--- config.mk ---
export PLATFORM = sky130hd
export DESIGN_NAME = kitchen_timer_ctrl
export DESIGN_NICKNAME = d
export VERILOG_FILES = /design/src/rtl/kitchen_timer_ctrl.sv
export SDC_FILE = /design/constraint.sdc
export NUM_CORES = 1
export LEC_CHECK = 0
export CAP_MARGIN = 20
export CORE_MARGIN = 5
export CORE_UTILIZATION = 37
export CTS_CLUSTER_SIZE = 14
export DETAILED_ROUTE_END_ITERATION = 8
export GPL_TIMING_DRIVEN = 0
export MAX_ROUTING_LAYER = met4
export PLACE_DENSITY = 0.62
export SLEW_MARGIN = 10
export SYNTH_ARGS = -nofsm -noshare
export SYNTH_HDL_FRONTEND = slang
export SYNTH_SLANG_ARGS = --single-unit
export TNS_END_PERCENT = 1
--- constraint.sdc ---
create_clock -name clk -period 1.82 [get_ports clk]
set_input_delay 0.182 -clock clk [delete_from_list [all_inputs] [get_ports clk]]
set_output_delay 0.182 -clock clk [all_outputs]
set_load 0.005 [all_outputs]
--- src/rtl/kitchen_timer_ctrl.sv ---
// rtl/kitchen_timer_ctrl.sv - kitchen timer set/run/pause/alarm sequencer with mm:ss countdown
module kitchen_timer_ctrl #(
    parameter int MAX_MIN    = 99,
    parameter int ALARM_SECS = 30
) (
    input  logic       clk,
    input  logic       reset,
    input  logic       tick,
    input  logic       btn_min,
    input  logic       btn_sec,
    input  logic       btn_start,
    input  logic       btn_clr,
    output logic [6:0] minutes,
    output logic [5:0] seconds,
    output logic [1:0] state,
    output logic       running,
    output logic       alarm,
    output logic       blink
);

    typedef enum logic [1:0] {
        S_SET   = 2'd0,
        S_RUN   = 2'd1,
        S_PAUSE = 2'd2,
        S_ALARM = 2'd3
    } state_t;

    // Counter holds ticks already spent in ALARM, so it tops out at ALARM_SECS-1.
    localparam int              CW      = (ALARM_SECS > 1) ? $clog2(ALARM_SECS) : 1;
    localparam logic [CW-1:0]   CNT_TOP = CW'(ALARM_SECS - 1);
    localparam logic [6:0]      MIN_TOP = 7'(MAX_MIN);

    state_t        state_q;
    logic [CW-1:0] alarm_cnt;
    logic          any_btn;

    assign any_btn = btn_clr | btn_start | btn_min | btn_sec;
    assign state   = state_q;
    assign running = (state_q == S_RUN);
    assign alarm   = (state_q == S_ALARM);

    always_ff @(posedge clk or negedge reset) begin
        if (!reset) begin
            state_q   <= S_SET;
            minutes   <= '0;
            seconds   <= '0;
            blink     <= 1'b0;
            alarm_cnt <= '0;
        end else begin
            case (state_q)
                S_SET: begin
                    if (btn_clr) begin
                        minutes <= '0;
                        seconds <= '0;
                    end else if (btn_start) begin
                        if (minutes != '0 || seconds != '0)
                            state_q <= S_RUN;
                    end else begin
                        if (btn_min)
                            minutes <= (minutes >= MIN_TOP) ? 7'd0 : minutes + 7'd1;
                        if (btn_sec)
                            seconds <= (seconds >= 6'd59) ? 6'd0 : seconds + 6'd1;
                    end
                end
                S_RUN: begin
                    if (btn_clr) begin
                        state_q <= S_SET;
                        minutes <= '0;
                        seconds <= '0;
                    end else if (btn_start) begin
                        state_q <= S_PAUSE;
                    end else if (tick) begin
                        // Reaching 00:00 enters ALARM on the same edge as the last decrement.
                        if (seconds != '0) begin
                            seconds <= seconds - 6'd1;
                            if (minutes == '0 && seconds == 6'd1) begin
                                state_q   <= S_ALARM;
                                blink     <= 1'b0;
                                alarm_cnt <= '0;
                            end
                        end else if (minutes != '0) begin
                            minutes <= minutes - 7'd1;
                            seconds <= 6'd59;
                        end else begin
                            state_q   <= S_ALARM;
                            blink     <= 1'b0;
                            alarm_cnt <= '0;
                        end
                    end
                end
                S_PAUSE: begin
                    if (btn_clr) begin
                        state_q <= S_SET;
                        minutes <= '0;
                        seconds <= '0;
                    end else if (btn_start) begin
                        state_q <= S_RUN;
                    end
                end
                S_ALARM: begin
                    minutes <= '0;
                    seconds <= '0;
                    if (any_btn || (tick && alarm_cnt == CNT_TOP)) begin
                        state_q   <= S_SET;
                        blink     <= 1'b0;
                        alarm_cnt <= '0;
                    end else if (tick) begin
                        blink     <= ~blink;
                        alarm_cnt <= alarm_cnt + 1'b1;
                    end
                end
                default: state_q <= S_SET;
            endcase
        end
    end

endmodule

### Yosys cells after proc, flatten, opt, wreduce, memory -nomap -nowiden

Cells that the tools add are included.

* bits in registers: 21
* bits of input ports: 7
* output and inout bits: 18
* word-level logic and storage cells: 110

* add/subtract/negate cells: 5
* magnitude comparators: 2
* equal/unequal tests: 28
* mux-type cells: 53
* bitwise gates (word level): 4
* reductions and logical operators: 13

Operators by type and width (number)
* 2-to-1 mux 7 bit: 10
* 2-to-1 mux 6 bit: 10
* 2-to-1 mux 5 bit: 8
* case mux 7 bit (4 select lines): 1
* 2-to-1 mux 2 bit: 12
* inequality test 3 bit, second input constant: 8
* case mux 6 bit (4 select lines): 1
* inequality test 2 bit, second input constant: 7
* AND reduction 7 bit: 2
* case mux 5 bit (2 select lines): 1
* inequality test 3 x 2 -> 1 bit, second input constant: 3
* 2-to-1 mux 1 bit: 8
* case mux 2 bit (4 select lines): 1
* AND reduction 8 bit: 1
* adder 7 x 1 -> 7 bit, second input constant: 1
* >= comparator 7 bit, second input constant: 1
* zero test 7 bit: 1
* nonzero test 7 bit: 1
* subtractor 7 x 1 -> 7 bit, second input constant: 1
* adder 6 x 1 -> 6 bit, second input constant: 1
* equality test 6 x 1 -> 1 bit, second input constant: 1
* >= comparator 6 bit, second input constant: 1
* AND reduction 6 bit: 1
* nonzero test 6 bit: 1
* 17 further kinds: 22

### Logic depth before layout (Yosys ltp)

Gate-level depths: netlist of run 1.

* depth after elaboration: 8
* gate-level depth with buffers: 8
* depth with buffers taken out: 7

### Worst setup path after synthesis of run 1

No wires, ideal clock.

* path kind: flip-flop to flip-flop
* from: register seconds[0]
* to: register minutes[0]
* setup time: 0.127 ns
* data arrival time: 1.867 ns
* path slack: -0.174 ns
* cell stages (with the launch flop): 9
* cell sequence: dfrtp_1 inv_1 ha_1 nand2b_1 nor4_2 a21o_1 and2_1 buf_2 mux2_1

* longest elaborated chain between the ends: 3

RTL lines
* start, declared: line 14 `output logic [5:0] seconds,`
* start signal, assigned: line 62 `seconds <= (seconds >= 6'd59) ? 6'd0 : seconds + 6'd1;`
* start signal, assigned: line 75 `seconds <= seconds - 6'd1;`
* nonzero test 6 bit: line 74 `if (seconds != '0) begin`
* inequality test 3 bit (no line)
* AND reduction 7 bit (no line)
* end signal, assigned: line 60 `minutes <= (minutes >= MIN_TOP) ? 7'd0 : minutes + 7'd1;`
* end signal, assigned: line 82 `minutes <= minutes - 7'd1;`
* end, declared: line 13 `output logic [6:0] minutes,`

No other way between the ends.
A chain may end at the register's enable or synchronous reset.

### Final worst setup path of run 1

Same ends and word-level chain as after synthesis.

==> flow_metrics.tcl, run 1 <==
set metrics [dict create \
    worstReg2RegStart "seconds[0]" \
    ctsRootBufferMaster "sky130_fd_sc_hd__clkbuf_8" \
    dp_worst_slack_ns -0.308 \
    grt_start_max_net_pins 22 \
    slew-limit-headroom 0.621 \
    critPathRequiredTime_ns 1.98 \
    total_switching_power_mw 1.46 \
    post_dp_cell_area_sq_um 2050 \
    yosysWarningCount 0 \
    synth.net_count 217 \
    worstHoldPathType "in -> reg" \
    cts_max_level 1 \
    irDropWorstVdd_uv 825 \
    floorplan.die_area_sq_um 6120 \
    min_setup_slack_post_route_ns -0.0275 \
    regToRegSetupSlack_ns -0.03 \
    post_drt_wl_per_cell_um 16.2 \
    globalplace.congestion 0.840 \
    design_area_sq_um 2350 \
    share_comb_of_total_power 0.667 \
    rsz_0062_raised_after_global_routing "yes" \
    hold_depth 3 \
    floorplan.rows 24 \
    fraction_of_layout_cells_with_a_size_suffix_above_1 0.297 \
    post_drt_via_cell_ratio 5.99 \
    cts_buf_count 3 \
    power.density_cell_area_nw_per_um2 1450 \
    min_delay_worst_endpoint "state[0]" \
    routed_wl_mm 4.84 \
    core_region_area_sq_um 4440 \
    yosys-top-cells-count "sky130_fd_sc_hd__dfrtp_1, sky130_fd_sc_hd__nand2_1, sky130_fd_sc_hd__a21oi_1" \
    globalRouteTotalUtil 0.165 \
    drc_errors 0 \
    detailed_route_via_count 1784 \
    routedLengthMet1_mm 2.26 \
    achievable-frequency_mhz 541 \
    cts.path.max_buffers 2 \
    place.port_buffers 22 \
    synth_largest_type_area_fraction 0.305 \
    setup.worst_path.class "reg -> reg" \
    power.internal_mw 1.96 \
    first_global_vias 1685 \
    maxSlewViolCount 0 \
    hold_path_startpoint "btn_start" \
    synth.ff_latch_count 21 \
    r2r_cells 8 \
    hold_viol 0 \
    avgSynthCellArea_sq_um 8.52 \
    edff_count_synth 0 \
    top_layer "met4" \
    num-nets-final 262 \
    dominantRegCellSynth "sky130_fd_sc_hd__dfrtp_1" \
    area_taken_by_multi_input_logic_gates_sq_um 1220 \
    drt_first_iter_violations 198 \
    grt_pass1_wl_mm 8.04 \
    maxCapViolations 0 \
    diodes 0 \
    detailedRoute.firstPassIterationCount 5 \
    num_io_pins 25 \
    post_synth_instance_area_sq_um 1720 \
    area_growth_pct 36.6 \
    final_antenna_net_count 0 \
    async_flop_share 1.00 \
    switching_share 0.427 \
    total_leakage_power_nw 0.957 \
    critical_path.endpoint_type "flip-flop" \
    worst_skew_late_latency_ns 0.26 \
    finish.cell_count_without_fillers 298 \
    cts.clk_slew.worst_paths_ns 0.09 \
    tritoncts "built" \
    setup_violations 4 \
    holdWs_ns 0.248 \
    setup_tns_ns -0.0783 \
    clock_power_share 0.096 \
    final_period_minus_worst_setup_slack_ns 1.85 \
    cts.sinks 21 \
    initial_antenna_violation_count 0 \
    portion_of_the_clock_cycle_consumed_by_the_worst_path_in_the_final_layout 1.02 \
    critical_path_launch_point_type "flip-flop" \
    yosysMostFrequentCell "sky130_fd_sc_hd__dfrtp_1" \
    power_frac_seq 0.237 \
    floorplan.die.width_um 78.2 \
    synth_area_leader_cell "sky130_fd_sc_hd__dfrtp_1" \
    initial_core_util 0.387 \
    ys_seq_area_frac 0.305 \
    met2WireLength_mm 2.22 \
    area.sequential_sq_um 532 \
    cp.arrival_ns 2.00 \
    syn_inst 202 \
    rr_endpoint "minutes[0]" \
    fillers 417 \
    run_status "finished, violations left" \
    grt-ovfl-total 0 \
    violations_in_the_final_reports "negative setup slack" \
    chipHeight_um 78.2 \
    yosys-top-cells-area "sky130_fd_sc_hd__dfrtp_1, sky130_fd_sc_hd__ha_1, sky130_fd_sc_hd__nand2_1" \
    dp.cells 276 \
    worstMarginPinSlew_ns 0.566 \
    wl_met3_um 280 \
    fin_skew_ns 0.00438 \
    maximum_fanout_encountered_on_the_critical_timing_path 6 \
    post_detailed_placement_half_perimeter_wirelength_mm 3.12 \
    netlist-cell-type-count 64 \
]
-- power by group through the flow --
stage	Sequential (mW)	Combinational [mW]	Clock [mW]
2_1_floorplan	0.796	1.27	0
3_3_place_gp	0.832	1.81	0
3_5_place_dp	0.823	1.82	0
4_1_cts	0.763	2.15	0.340
5_1_grt	0.828	2.48	0.354
6_report	0.810	2.28	0.327
-- per-layer routing --
layer  global-route usage  up-vias
met3               0.0263        8
met1                0.226      843
li1                     -      857
met5                    -        -
met4               0.0682        0
met2                0.243       76
-- area by class of cell --
| class | count | share of cell area |
|---|---|---|
| timing repair buffer | 41 | 0.155 |
| sequential | 21 | 0.226 |
| tap | 52 | 0.0277 |
| clock buffer | 4 | 0.0191 |
| buffer | 13 | 0.0431 |
| inverter | 6 | 0.00957 |
| multi-input combinational | 161 | 0.520 |
-- timing repair --
item | CTS | global route
setup buffers | 16 | 2
resized for setup | 13 | 22
endpoints found under the setup margin | 17 | 21
endpoints found under the hold margin | 0 | 21
hold buffers | 0 | 1
pin swaps | 12 | 12
-- worst max-delay path by stage --
stage	cells past startpoint	startpoint	end
floorplan	8	seconds[1]	minutes[0]
global placement	8	seconds[1]	minutes[0]
detailed placement	8	seconds[1]	minutes[0]
CTS	6	minutes[4]	alarm_cnt[3]
global route	8	seconds[0]	minutes[6]
finish	8	seconds[0]	minutes[0]
-- state kept, by name, summed over array words and instances (netlist names) --
| register | flops |
|---|---|
| blink | 1 |
| state | 2 |
| alarm_cnt | 5 |
| seconds | 6 |
| minutes | 7 |
-- kinds of logic after synthesis --
family                     share of synthesized area
muxes                                         0.0189
buffers and inverters                         0.0581
and+or+nand+nor                                0.277
AOI/OAI and AO/OA                              0.278
xor gates and xnor gates                     0.00509
adders and majority gates                     0.0581
DFF                                            0.305
-- placed cells by master (no fill, tap or decap), drive strengths merged, types with 3 or more instances in the layout --
| master | count |
|---|---|
| o211ai | 3 |
| nand3b | 3 |
| nor3 | 6 |
| o21ai | 17 |
| a32o | 3 |
| or3 | 4 |
| nand3 | 11 |
| clkbuf | 6 |
| nor4 | 4 |
| o31ai | 4 |
| o32ai | 3 |
| clkdlybuf4s50 | 21 |
| a31oi | 7 |
| nand2b | 4 |
| dfrtp | 21 |
| a21oi | 13 |
| ha | 8 |
| nand2 | 20 |
| inv | 6 |
| buf | 30 |
| nor2 | 10 |
| and2 | 3 |
-- critical path: stages, from the launching register on --
cell	delay (ns)
sky130_fd_sc_hd__dfrtp_2	0.43
sky130_fd_sc_hd__inv_2	0.07
sky130_fd_sc_hd__ha_4	0.18
sky130_fd_sc_hd__nand2b_4	0.07
sky130_fd_sc_hd__nor4_4	0.19
sky130_fd_sc_hd__a21o_1	0.23
sky130_fd_sc_hd__and2_4	0.16
sky130_fd_sc_hd__buf_6	0.11
sky130_fd_sc_hd__mux2_4	0.29
-- metrics by stage --
stage	utilization	total power, mW
finish	0.529	3.42
global route	0.529	3.66
CTS	0.507	3.25
detailed placement	0.461	2.64
global placement	0.461	2.64
floorplan	-	2.07
(Power assumes the default switching activity.)
==> run 2, diff against run 1 <==
--- a/config.mk
+++ b/config.mk
@@ -7,13 +7,13 @@
 export LEC_CHECK = 0
 export CAP_MARGIN = 20
 export CORE_MARGIN = 5
-export CORE_UTILIZATION = 37
+export CORE_UTILIZATION = 49
 export CTS_CLUSTER_SIZE = 14
 export DETAILED_ROUTE_END_ITERATION = 8
 export GPL_TIMING_DRIVEN = 0
 export MAX_ROUTING_LAYER = met4
-export PLACE_DENSITY = 0.62
-export SLEW_MARGIN = 10
+export PLACE_DENSITY = 0.76
+export SLEW_MARGIN = 20
 export SYNTH_ARGS = -nofsm -noshare
 export SYNTH_HDL_FRONTEND = slang
 export SYNTH_SLANG_ARGS = --single-unit
==> flow_metrics.tcl, run 2 (same netlist as run 1, synthesis figures left out) <==
set metrics [dict create \
    num_io_pins 25 \
    final_antenna_net_count 0 \
    critical_path_launch_point_type "flip-flop" \
    critPathRequiredTime_ns 2.03 \
    grt-ovfl-total 0 \
    drt_first_iter_violations 172 \
    portion_of_the_clock_cycle_consumed_by_the_worst_path_in_the_final_layout 1.03 \
    diodes 0 \
    worstMarginPinSlew_ns 0.479 \
    core_region_area_sq_um 3360 \
    largest_register_ffs 7 \
    setup_tns_ns -0.269 \
    fillers 281 \
    fin_skew_ns 0.00300 \
    cts_max_level 1 \
    place.port_buffers 22 \
    hold_viol 0 \
    maxCapViolations 0 \
    power.density_cell_area_nw_per_um2 1430 \
    final_period_minus_worst_setup_slack_ns 1.88 \
    design_area_sq_um 2350 \
    post_dp_cell_area_sq_um 2040 \
    startpoint "minutes[4]" \
    floorplan.die.width_um 69.3 \
    cp.arrival_ns 2.09 \
    cts_buf_count 3 \
    total_leakage_power_nw 0.962 \
    run_status "finished, violations left" \
    chipHeight_um 69.3 \
    top_regs "minutes x7, seconds x6, alarm_cnt x5" \
    slew-limit-headroom 0.680 \
    globalRouteTotalUtil 0.193 \
    setup.worst_path.class "reg -> reg" \
    area_growth_pct 36.3 \
    post_drt_wl_per_cell_um 15.6 \
    critPathMaxStageDelay_ns 0.48 \
    critical_path.endpoint_type "flip-flop" \
    finalPower_mw 3.36 \
    drc_errors 0 \
    cts.sinks 21 \
    initial_core_util 0.512 \
    num-nets-final 265 \
    cts.clk_slew.worst_paths_ns 0.12 \
    cp_num_buf_inv 1 \
    regMostFlops "minutes" \
    routed_wl_mm 4.60 \
    detailed_route_via_count 1833 \
    maximum_fanout_encountered_on_the_critical_timing_path 7 \
    hold_path_startpoint "btn_start" \
    post_detailed_placement_half_perimeter_wirelength_mm 3.03 \
    grt_pass1_wl_mm 7.69 \
    mostFrequentLayoutCells "sky130_fd_sc_hd__buf_4, sky130_fd_sc_hd__clkdlybuf4s50_1, sky130_fd_sc_hd__nand2_1" \
    slowest_stage "sky130_fd_sc_hd__or4_4" \
    tritoncts "built" \
    final_core_util 0.698 \
    floorplan.die_area_sq_um 4800 \
    achievable-frequency_mhz 531 \
    globalplace.congestion 0.848 \
    worstReg2RegStart "minutes[4]" \
    initial_antenna_violation_count 0 \
    cpLargestDelayFamily "simple AND/OR/NAND/NOR gates" \
    ordered_cell_list_for_the_critical_path "buf_6 > or4_4 > nor4_4 > o21ai_4 > o21ai_1 > o31ai_1" \
    post_drt_via_cell_ratio 6.21 \
    cts.path.max_buffers 2 \
    fraction_of_layout_cells_with_a_size_suffix_above_1 0.309 \
    rsz_0062_raised_after_global_routing "yes" \
    grt_start_max_net_pins 22 \
    maxSlewViolCount 0 \
    irDropWorstVdd_uv 720 \
    ctsRootBufferMaster "sky130_fd_sc_hd__clkbuf_4" \
    setup_violations 9 \
    worstHoldPathType "in -> reg" \
    detailedRoute.firstPassIterationCount 5 \
    min_setup_slack_post_route_ns -0.0633 \
    worst_skew_late_latency_ns 0.31 \
    floorplan.rows 21 \
    first_global_vias 1643 \
    violations_in_the_final_reports "negative setup slack" \
]
## run 2: power breakdown
part | switching [mW] | internal (mW) | total, mW
clock | 0.155 | 0.0839 | 0.239
combinational | 1.14 | 1.21 | 2.35
sequential | 0.163 | 0.610 | 0.773
## run 2: metal layers
layer | vias up | global-route usage | share of wire
met4 | 0 | 0.0629 | 0.026
met5 | - | - | 0
li1 | 858 | - | -
met1 | 865 | 0.269 | 0.44
met3 | 19 | 0.0232 | 0.060
met2 | 91 | 0.289 | 0.47
## run 2: final cells by class
type,instances,area [sq um],area share
Multi-Input combinational cell,161,1220,0.520
Sequential cell,21,532,0.227
Timing Repair Buffer,44,387,0.165
Buffer,13,97.6,0.0416
Tap cell,46,57.6,0.0245
Clock buffer,3,22.5,0.00959
Inverter,6,22.5,0.00959
Clock inverter,1,7.51,0.00320
## run 2: worst paths after layout
path                                 to  slack, ns  depth (start not counted)
max                        alarm_cnt[3]      -0.06                          6
max reg2reg                alarm_cnt[3]      -0.06                          6
min                            state[0]       0.19                          3
min in group asynchronous    minutes[2]       0.35                          2
max in group asynchronous      state[0]       1.12                          2
min reg2reg                       blink       0.49                          1
## run 2: timing repair
item / in CTS / in global routing
endpoints found under the hold margin: 0 / 21
hold buffers: 0 / 1
pin swaps: 16 / 10
setup endpoints to repair: 20 / 21
resized for setup: 21 / 16
buffers inserted: 16 / 5
## run 2: tightest hold or removal path, delay by kind of cell
kind,cells,cell delay (ns)
simple gates,1,0.07
compound gates,1,0.07
buf+inv,1,0.15
## run 2: through the flow
stage / hold WS [ns] / cells / setup slack, ns
6_report: 0.191 / 295 / -0.0633
5_1_grt: 0.200 / 295 / -0.154
4_1_cts: 0.170 / 290 / -0.110
3_5_place_dp: 0.470 / 270 / -0.319
3_3_place_gp: 0.473 / 270 / -0.306
2_1_floorplan: -0.114 / 202 / -0.0985
